<file path="config.mk">
export PLATFORM = sky130hd
export DESIGN_NAME = tff_toggle_monitor
export DESIGN_NICKNAME = d
export VERILOG_FILES = /design/src/rtl/tff_mon_pkg.sv /design/src/rtl/sat_counter.sv /design/src/rtl/tff_toggle_monitor.sv
export SDC_FILE = /design/constraint.sdc
export NUM_CORES = 1
export LEC_CHECK = 0
export CORE_AREA = 3 3 114 72
export DETAILED_ROUTE_END_ITERATION = 10
export DIE_AREA = 0 0 117 75
export SYNTH_ARGS = -nofsm -noshare
export SYNTH_HDL_FRONTEND = slang
export SYNTH_HIERARCHICAL = 1
export SYNTH_SLANG_ARGS = --single-unit
</file>
<file path="constraint.sdc">
create_clock -name clk -period 4 [get_ports clk]
set_clock_uncertainty 0.1 [all_clocks]
set_input_delay 1.2 -clock clk [delete_from_list [all_inputs] [get_ports clk]]
set_output_delay 1.2 -clock clk [all_outputs]
set_load 0.005 [all_outputs]
</file>
<file path="src/rtl/tff_mon_pkg.sv">
// Shared types and defaults for the T flip-flop toggle monitor.
// Holds the monitor state enum, the fault code enum and the default
// counter width / lock threshold used by tff_toggle_monitor.
package tff_mon_pkg;

  localparam int unsigned CNT_W_DEF    = 16;
  localparam int unsigned LOCK_CNT_DEF = 4;

  typedef enum logic [1:0] {
    ST_IDLE    = 2'd0,
    ST_ACQUIRE = 2'd1,
    ST_TRACK   = 2'd2,
    ST_FAULT   = 2'd3
  } mon_state_t;

  typedef enum logic [1:0] {
    FC_NONE     = 2'b00,
    FC_MISMATCH = 2'b01,
    FC_COMPL    = 2'b10
  } fault_code_t;

endpackage

</file>
<file path="src/rtl/sat_counter.sv">
// Saturating up-counter.
// Ports: clk, rst_n (sync active-low), clr (sync clear), inc (count
// enable), count (current value; holds at all-ones).
module sat_counter #(
  parameter int unsigned WIDTH = 16
) (
  input  logic             clk,
  input  logic             rst_n,
  input  logic             clr,
  input  logic             inc,
  output logic [WIDTH-1:0] count
);

  always_ff @(posedge clk) begin
    if (!rst_n) begin
      count <= '0;
    end else if (clr) begin
      count <= '0;
    end else if (inc && (count != '1)) begin
      count <= count + 1'b1;
    end
  end

endmodule

</file>
<file path="src/rtl/tff_toggle_monitor.sv">
// Monitors an external T flip-flop: predicts its next Q from the current
// Q and T, locks after LOCK_CNT consecutive correct predictions, then
// counts Q toggles and latches a sticky fault on misprediction or when
// Q and Qbar stop being complementary.
// Ports: clk, rst_n (sync active-low), en (monitor enable), clr (sync
// clear), t_in/q_in/qbar_in (observed flip-flop), locked, fault,
// fault_code (00 none, 01 mismatch, 10 complement), err_pulse (one cycle
// on fault entry), toggle_cnt (saturating toggle count while locked).
module tff_toggle_monitor
  import tff_mon_pkg::*;
#(
  parameter int unsigned CNT_W    = CNT_W_DEF,
  parameter int unsigned LOCK_CNT = LOCK_CNT_DEF
) (
  input  logic             clk,
  input  logic             rst_n,
  input  logic             en,
  input  logic             clr,
  input  logic             t_in,
  input  logic             q_in,
  input  logic             qbar_in,
  output logic             locked,
  output logic             fault,
  output logic [1:0]       fault_code,
  output logic             err_pulse,
  output logic [CNT_W-1:0] toggle_cnt
);

  localparam logic [3:0] LOCK_TGT = 4'(LOCK_CNT);

  mon_state_t  state;
  fault_code_t code;
  logic        pred;
  logic        prev_q;
  logic [3:0]  match_cnt;
  logic        mismatch;
  logic        compl_err;
  logic        toggle_inc;

  assign mismatch   = (q_in != pred);
  assign compl_err  = (q_in == qbar_in);
  assign fault_code = code;

  // A toggle counts only on an error-free, enabled TRACK edge that is not
  // being overridden by clr.
  assign toggle_inc = (state == ST_TRACK) && en && !clr && !compl_err &&
                      !mismatch && (q_in != prev_q);

  always_ff @(posedge clk) begin
    if (!rst_n) begin
      state     <= ST_IDLE;
      code      <= FC_NONE;
      pred      <= 1'b0;
      prev_q    <= 1'b0;
      match_cnt <= '0;
      locked    <= 1'b0;
      fault     <= 1'b0;
      err_pulse <= 1'b0;
    end else begin
      err_pulse <= 1'b0;
      prev_q    <= q_in;
      if (clr) begin
        state     <= ST_IDLE;
        code      <= FC_NONE;
        match_cnt <= '0;
        locked    <= 1'b0;
        fault     <= 1'b0;
      end else begin
        case (state)
          ST_IDLE: begin
            if (en) begin
              state     <= ST_ACQUIRE;
              pred      <= q_in ^ t_in;
              match_cnt <= '0;
            end
          end
          ST_ACQUIRE: begin
            pred <= q_in ^ t_in;
            if (!en) begin
              state <= ST_IDLE;
            end else if (compl_err) begin
              state     <= ST_FAULT;
              code      <= FC_COMPL;
              fault     <= 1'b1;
              err_pulse <= 1'b1;
            end else if (mismatch) begin
              // Resynchronise: prediction restarts from this edge.
              match_cnt <= '0;
            end else begin
              match_cnt <= match_cnt + 4'd1;
              if ((match_cnt + 4'd1) == LOCK_TGT) begin
                state  <= ST_TRACK;
                locked <= 1'b1;
              end
            end
          end
          ST_TRACK: begin
            pred <= q_in ^ t_in;
            if (!en) begin
              state  <= ST_IDLE;
              locked <= 1'b0;
            end else if (compl_err || mismatch) begin
              // Complement error outranks a simultaneous mismatch.
              state     <= ST_FAULT;
              code      <= compl_err ? FC_COMPL : FC_MISMATCH;
              fault     <= 1'b1;
              err_pulse <= 1'b1;
              locked    <= 1'b0;
            end
          end
          ST_FAULT: begin
            state <= ST_FAULT;
          end
          default: begin
            state <= ST_IDLE;
          end
        endcase
      end
    end
  end

  sat_counter #(
    .WIDTH(CNT_W)
  ) u_toggle_cnt (
    .clk  (clk),
    .rst_n(rst_n),
    .clr  (clr),
    .inc  (toggle_inc),
    .count(toggle_cnt)
  );

endmodule

</file>
# ---- Yosys cells after proc, flatten, opt, wreduce, memory -nomap -nowiden
# Index checks and enable logic that the tools add are counted.
dict set report totals {
  reg_bits 29
  latch_bits 0
  mem_bits_rw 0
  mem_bits_ro 0
  input_bits 7
  memories 0
}
dict set report op_classes {
  n_addsub 2
  mul 0
  div_mod_pow 0
  n_lt_le_gt_ge 0
  n_eq_ne 19
  shift 0
  mux 38
  bitwise 3
  n_reduce_logical 21
}
# cell n
set op_table {}
lappend op_table {{2-bit 2-to-1 mux} 12}
lappend op_table {{16-bit by 1-bit adder with 16-bit output (second input constant)} 1}
lappend op_table {{4-bit 2-to-1 mux} 4}
lappend op_table {{16-bit inequality test (second input constant)} 1}
lappend op_table {{1-bit 2-to-1 mux} 15}
lappend op_table {{2-bit inequality test (second input constant)} 7}
lappend op_table {{4-bit inequality test (second input constant)} 2}
lappend op_table {{1-bit one-hot mux with 2 select lines} 4}
lappend op_table {{2-bit one-hot mux with 4 select lines} 1}
lappend op_table {{4-bit one-hot mux with 2 select lines} 1}
lappend op_table {{4-bit AND reduction} 2}
lappend op_table {{1-bit logical AND} 6}
lappend op_table {{6-bit AND reduction} 1}
lappend op_table {{2-bit nonzero test} 3}
lappend op_table {{5-bit AND reduction} 1}
lappend op_table {{4-bit by 1-bit adder with 4-bit output (second input constant)} 1}
lappend op_table {{2-bit == test (second input constant)} 2}
lappend op_table {{4-bit by 3-bit == test with 1-bit output (second input constant)} 1}
lappend op_table {{2-bit one-hot mux with 2 select lines} 1}
lappend op_table {{2-bit OR reduction} 2}
lappend op_table {{1-bit logical NOT} 3}
lappend op_table {{3-bit by 2-bit inequality test with 1-bit output (second input constant)} 1}
lappend op_table {{3-bit AND reduction} 1}
lappend op_table {{2-bit by 1-bit == test with 1-bit output (second input constant)} 1}
lappend op_table {{other kinds (7)} 9}

# ---- Depth between registers and ports, before layout
dict set report depth {
  depth_word 7
  mapped_depth 9
  depth_no_buf 8
}

# ---- Modules after synthesis
# Netlist, hierarchy kept.
# mod instances cells_per_inst area_each_um2
set modules_own_cells {}
lappend modules_own_cells {tff_toggle_monitor 1 106 923.4}
lappend modules_own_cells {sat_counter 1 91 864.6}

# ---- Least setup slack after synthesis
# Ideal clock, no wire load.
dict set report synth_path {
  path_type {in2reg}
  startpoint {in q_in}
  endpoint {reg u_toggle_cnt.count[13]}
  setup_ps 71
  arrival_time_ps 3180
  required_ps 3829
  slack_ps 650
  cell_stages 9
  n_path_buf 1
  path_cell_list {buf_6 or2b_4 nor3b_1 nor2_1 nor3_1 and4_2 nand3_4 or4_1 a21oi_1}
}
dict set report synth_between {
  elab_chain_len 6
  word_cells_on_any_way 9
  classes_between {eq/ne (3); reduce/logical (6)}
}
# item line_no
set synth_lines {}
lappend synth_lines {{start, declared} tff_toggle_monitor.sv:20} ;# input logic q_in,
lappend synth_lines {{1-bit == test} tff_toggle_monitor.sv:41} ;# assign compl_err = (q_in == qbar_in);
lappend synth_lines {{1-bit logical NOT} tff_toggle_monitor.sv:46} ;# assign toggle_inc = (state == ST_TRACK) && en && !clr && !compl_err &&
lappend synth_lines {{1-bit logical AND (2 in a row)} tff_toggle_monitor.sv:46}
lappend synth_lines {{1-bit logical AND (*)} tff_toggle_monitor.sv:47} ;# !mismatch && (q_in != prev_q);
lappend synth_lines {{named net toggle_inc} tff_toggle_monitor.sv:38} ;# logic toggle_inc;
lappend synth_lines {{1-bit logical AND (*)} sat_counter.sv:19} ;# end else if (inc && (count != '1)) begin
lappend synth_lines {{end signal, assigned} sat_counter.sv:20} ;# count <= count + 1'b1;
lappend synth_lines {{end, declared} sat_counter.sv:11} ;# output logic [WIDTH-1:0] count
# The timed path passes the listed nets; every way through them passes the cells marked *.
# A chain may end at the register's enable or synchronous reset.

# ---- Final worst setup path
dict set report layout_path {
  startpoint {in qbar_in}
  endpoint {reg u_toggle_cnt.count[9]}
}
dict set report layout_between {
  elab_chain_len 6
}
# item line_no
set layout_lines {}
lappend layout_lines {{start, declared} tff_toggle_monitor.sv:21} ;# input logic qbar_in,
lappend layout_lines {{1-bit == test} tff_toggle_monitor.sv:41}
lappend layout_lines {{1-bit logical NOT} tff_toggle_monitor.sv:46}
lappend layout_lines {{1-bit logical AND (2 in a row)} tff_toggle_monitor.sv:46}
lappend layout_lines {{1-bit logical AND} tff_toggle_monitor.sv:47}
lappend layout_lines {{named net toggle_inc} tff_toggle_monitor.sv:38}
lappend layout_lines {{1-bit logical AND} sat_counter.sv:19}
# The timed path passes the listed nets, and every way through them passes these cells.

==> metrics.txt <==
run status completed; Register-to-Register Setup Slack between 1.5 and 2 ns; Lkg Pwr 0.0007962 uW; Initial DRC Count 111; share of final-layout standard cells stronger than drive strength 1 0.1266; number of max-slew violations in the final report 0; # Max-Cap Violations 0; share of total power consumed by net switching 0.2178; clock network latency to the later pin of the worst-skew pair 0.27 ns; cell with the largest stage delay on the worst path sky130_fd_sc_hd__clkdlybuf4s50_1; total wire length between 4 and 5 mm; Final setup viols 0; Die H 75 um; async set or reset register ratio after synthesis 0; DR vias about 1600; Resized cells post-CTS 0; power density normalized to cell area 312.8 nW/um^2; flop and latch count out of synthesis 29; global router's overall resource usage 0.1056; Avg Cell Area, Syn 9.076 um^2; setup tns final 0 ns; first-pass GRT wire length just over 7 mm; startpoint of the tightest hold check path fault$_SDFFE_PP0P_; share of Yosys cell area claimed by the top area cell type 0.3247; first-pass detailed-route iteration total 4; post-CTS clock slew at the launch and capture registers of the worst setup and hold paths 0.05 ns; Boundary Pins 28; average wire per cell in the routed design 13.74 um; number of inserted diodes 0; number of stages on the worst hold path 2; transition time at the pin with the least slew margin 0.5015 ns; clock sink count 29; proportion of power drawn by combinational gates 0.083; unrepaired setup endpoints after global routing false; global route total overflow 0; period utilization 0.9108; power share of the sequential group 0.412; top cells by area in the synthesized netlist sky130_fd_sc_hd__dfxtp_1, sky130_fd_sc_hd__ha_1, sky130_fd_sc_hd__nor2_1; number of global-route vias before repair 1432; clock tree from TritonCTS done; Max IR drop VDD 0.1562 mV; cell internal power dissipation 561.1 uW; worst r2r src pred$_SDFFE_PN0P_; Hold Violations, Final 0; clock power share 0.505; cell type with the largest total area after synthesis sky130_fd_sc_hd__dfxtp_1; worst-case headroom to the max-slew limit 0.6656; final layout net count 243; Starting Density 0.2481; Detail Placement HPWL roughly 3.4 mm; synth unique cells 60; Max Fclk about 0.27 GHz; RD Place Congestion 0.7917; area of the mapped netlist 1788 um^2; number of remaining DRC errors 0; antenna violations before repair 0; critical register-to-register path endpoint u_toggle_cnt/count[9]$_SDFFE_PP0P_; Setup crit start kind primary input; CP Class primary input to flip-flop; hold_buf cts 0; Clock Tree Buf Depth 2; overall die width 117 um; Hold Crit Class flip-flop to flip-flop; total number of yosys warnings 6; CP peak stage delay 0.55 ns; most frequent standard cell in the layout excluding fill and tap cells sky130_fd_sc_hd__dfxtp_1; pin count of the biggest net entering global routing 14; nets in the synthesized netlist between 200 and 250; count of flip-flops with a built-in enable after synthesis 0; Crit path required time 4.09 ns; synthesized instance count slightly below 200; fraction of the yosys area taken by sequential cells 0.3247; leading cell types in the layout, fill and taps excluded sky130_fd_sc_hd__dfxtp_1, sky130_fd_sc_hd__clkdlybuf4s50_1, sky130_fd_sc_hd__nor2_1; worst hold path endpoint fault$_SDFFE_PP0P_; post-CTS setup buffers 0; PnR Total Power 717.3 uW; first element of the critical path qbar_in; logic depth of the worst register-to-register path 9; critical-path maximum fanout 9; vias per cell 4.928; crit-path cells clkdlybuf4s50_1, or2b_4, nor3b_1, nor2_1, nor3_1, buf_4, and4_2, nand3_4, or4_1, a21oi_1; H-tree depth 2; P_sw around 160 uW; data arrival time of the critical path 3.73 ns; final critical-path required period 3.643 ns; Die ar. 8775 um^2; Worst Setup End Kind flip-flop; Core Rows 24; Layout Area Growth over Synthesis 28.27%; floorplan core area between 7000 and 8000 um^2; top_reg_cell synth sky130_fd_sc_hd__dfxtp_1; Antenna Violating Nets Remaining 0; number of buffers created by CTS 5; clock root buffer sky130_fd_sc_hd__clkbuf_16; count of input and output buffers 27
[worst max path at each step]
stage          cells after the start                                   to  slack (ns)
3_3_place_gp                      10  u_toggle_cnt/count[13]$_SDFFE_PP0P_        0.16
2_1_floorplan                      9  u_toggle_cnt/count[13]$_SDFFE_PP0P_        0.65
5_1_grt                           10   u_toggle_cnt/count[9]$_SDFFE_PP0P_        0.19
4_1_cts                           10   u_toggle_cnt/count[9]$_SDFFE_PP0P_        0.35
6_report                          10   u_toggle_cnt/count[9]$_SDFFE_PP0P_        0.36
3_5_place_dp                      10   u_toggle_cnt/count[9]$_SDFFE_PP0P_        0.08
[metal layers]
metal  routed length [um]  global-route usage  vias up  share of wire
met2                 1905              0.1493       31           0.43
met4                   64             0.03817        0          0.015
met5                    0                   0        -              0
met1                 2272              0.1591      733           0.52
met3                  155             0.01928        5          0.035
li1                     -                   -      808              -
[logic make-up (layout without fill, tap and decap cells)]
| logic type | after synthesis | count (layout) | share of synthesized area |
|---|---|---|---|
| and+or+nand+nor | 89 | 89 | 0.3086 |
| AOI/OAI and AO/OA | 52 | 52 | 0.2316 |
| DFF | 29 | 29 | 0.3247 |
| buffers and inverters | 11 | 43 | 0.03709 |
| muxes | 1 | 1 | 0.005599 |
| xor gates and xnor gates | 8 | 8 | 0.04339 |
| adders and majority gates | 7 | 7 | 0.04898 |
[cell type report]
| type | instances | area [um^2] |
|---|---|---|
| fillers | 749 | 4913 |
| repair buffers | 30 | 292.8 |
| flip-flops and latches | 29 | 580.6 |
| inverters | 6 | 22.52 |
| clock buffers | 7 | 142.6 |
| well taps | 91 | 113.9 |
| multi-input cells | 157 | 1141 |
[Yosys cell counts, drive strengths merged (2+ instances only)]
cell,instances
o21a,2
a21o,2
a211o,2
o41ai,3
a21oi,14
nand4,6
ha,7
nor3,10
buf,2
nand2b,3
o311ai,3
o31ai,3
or2b,3
clkbuf,3
and3,2
or3,3
or4,2
nand3,7
inv,6
xnor2,3
nand2,12
and2,5
dfxtp,29
and4,3
nor2,19
xor2,5
nor3b,4
nor4,4
o21ai,11
[power groups by stage]
stage / sequential, uW / combinational, uW / clock, uW
2_1_floorplan: 300 / 43.2 / 0
6_report: 295 / 59.6 / 362
3_3_place_gp: 301 / 58.2 / 0
3_5_place_dp: 301 / 58.9 / 0
4_1_cts: 295 / 59.4 / 371
5_1_grt: 295 / 65.3 / 387
[through the flow]
| stage | utilization | instances | hold slack [ns] | cell area [um^2] | worst slack, ns |
|---|---|---|---|---|---|
| finish | 0.3182 | 320 | 0.3815 | 2293 | 0.3569 |
| global route | 0.3182 | 320 | 0.4184 | 2293 | 0.1854 |
| CTS | 0.3182 | 320 | 0.3928 | 2293 | 0.3546 |
| detailed placement | 0.2984 | 313 | 0.3765 | 2151 | 0.08169 |
| global placement | 0.2984 | 313 | 0.3647 | 2151 | 0.1573 |
| floorplan | - | 197 | 0.3604 | 1788 | 0.6498 |
[sequential cells by signal, summed over array words and instances (netlist names)]
signal,cells
pred,1
err_pulse,1
locked,1
fault,1
prev_q,1
u_toggle_cnt/count,16
state,2
match_cnt,4
fault_code,2
[worst max-delay path, delay by kind of cell]
family,cells,cell delay [ns]
AOI/OAI and AO/OA,1,0.15
buffers and inverters,2,0.71
and+or+nand+nor,7,1.66
Note: power is estimated with default switching activity, not from simulation.
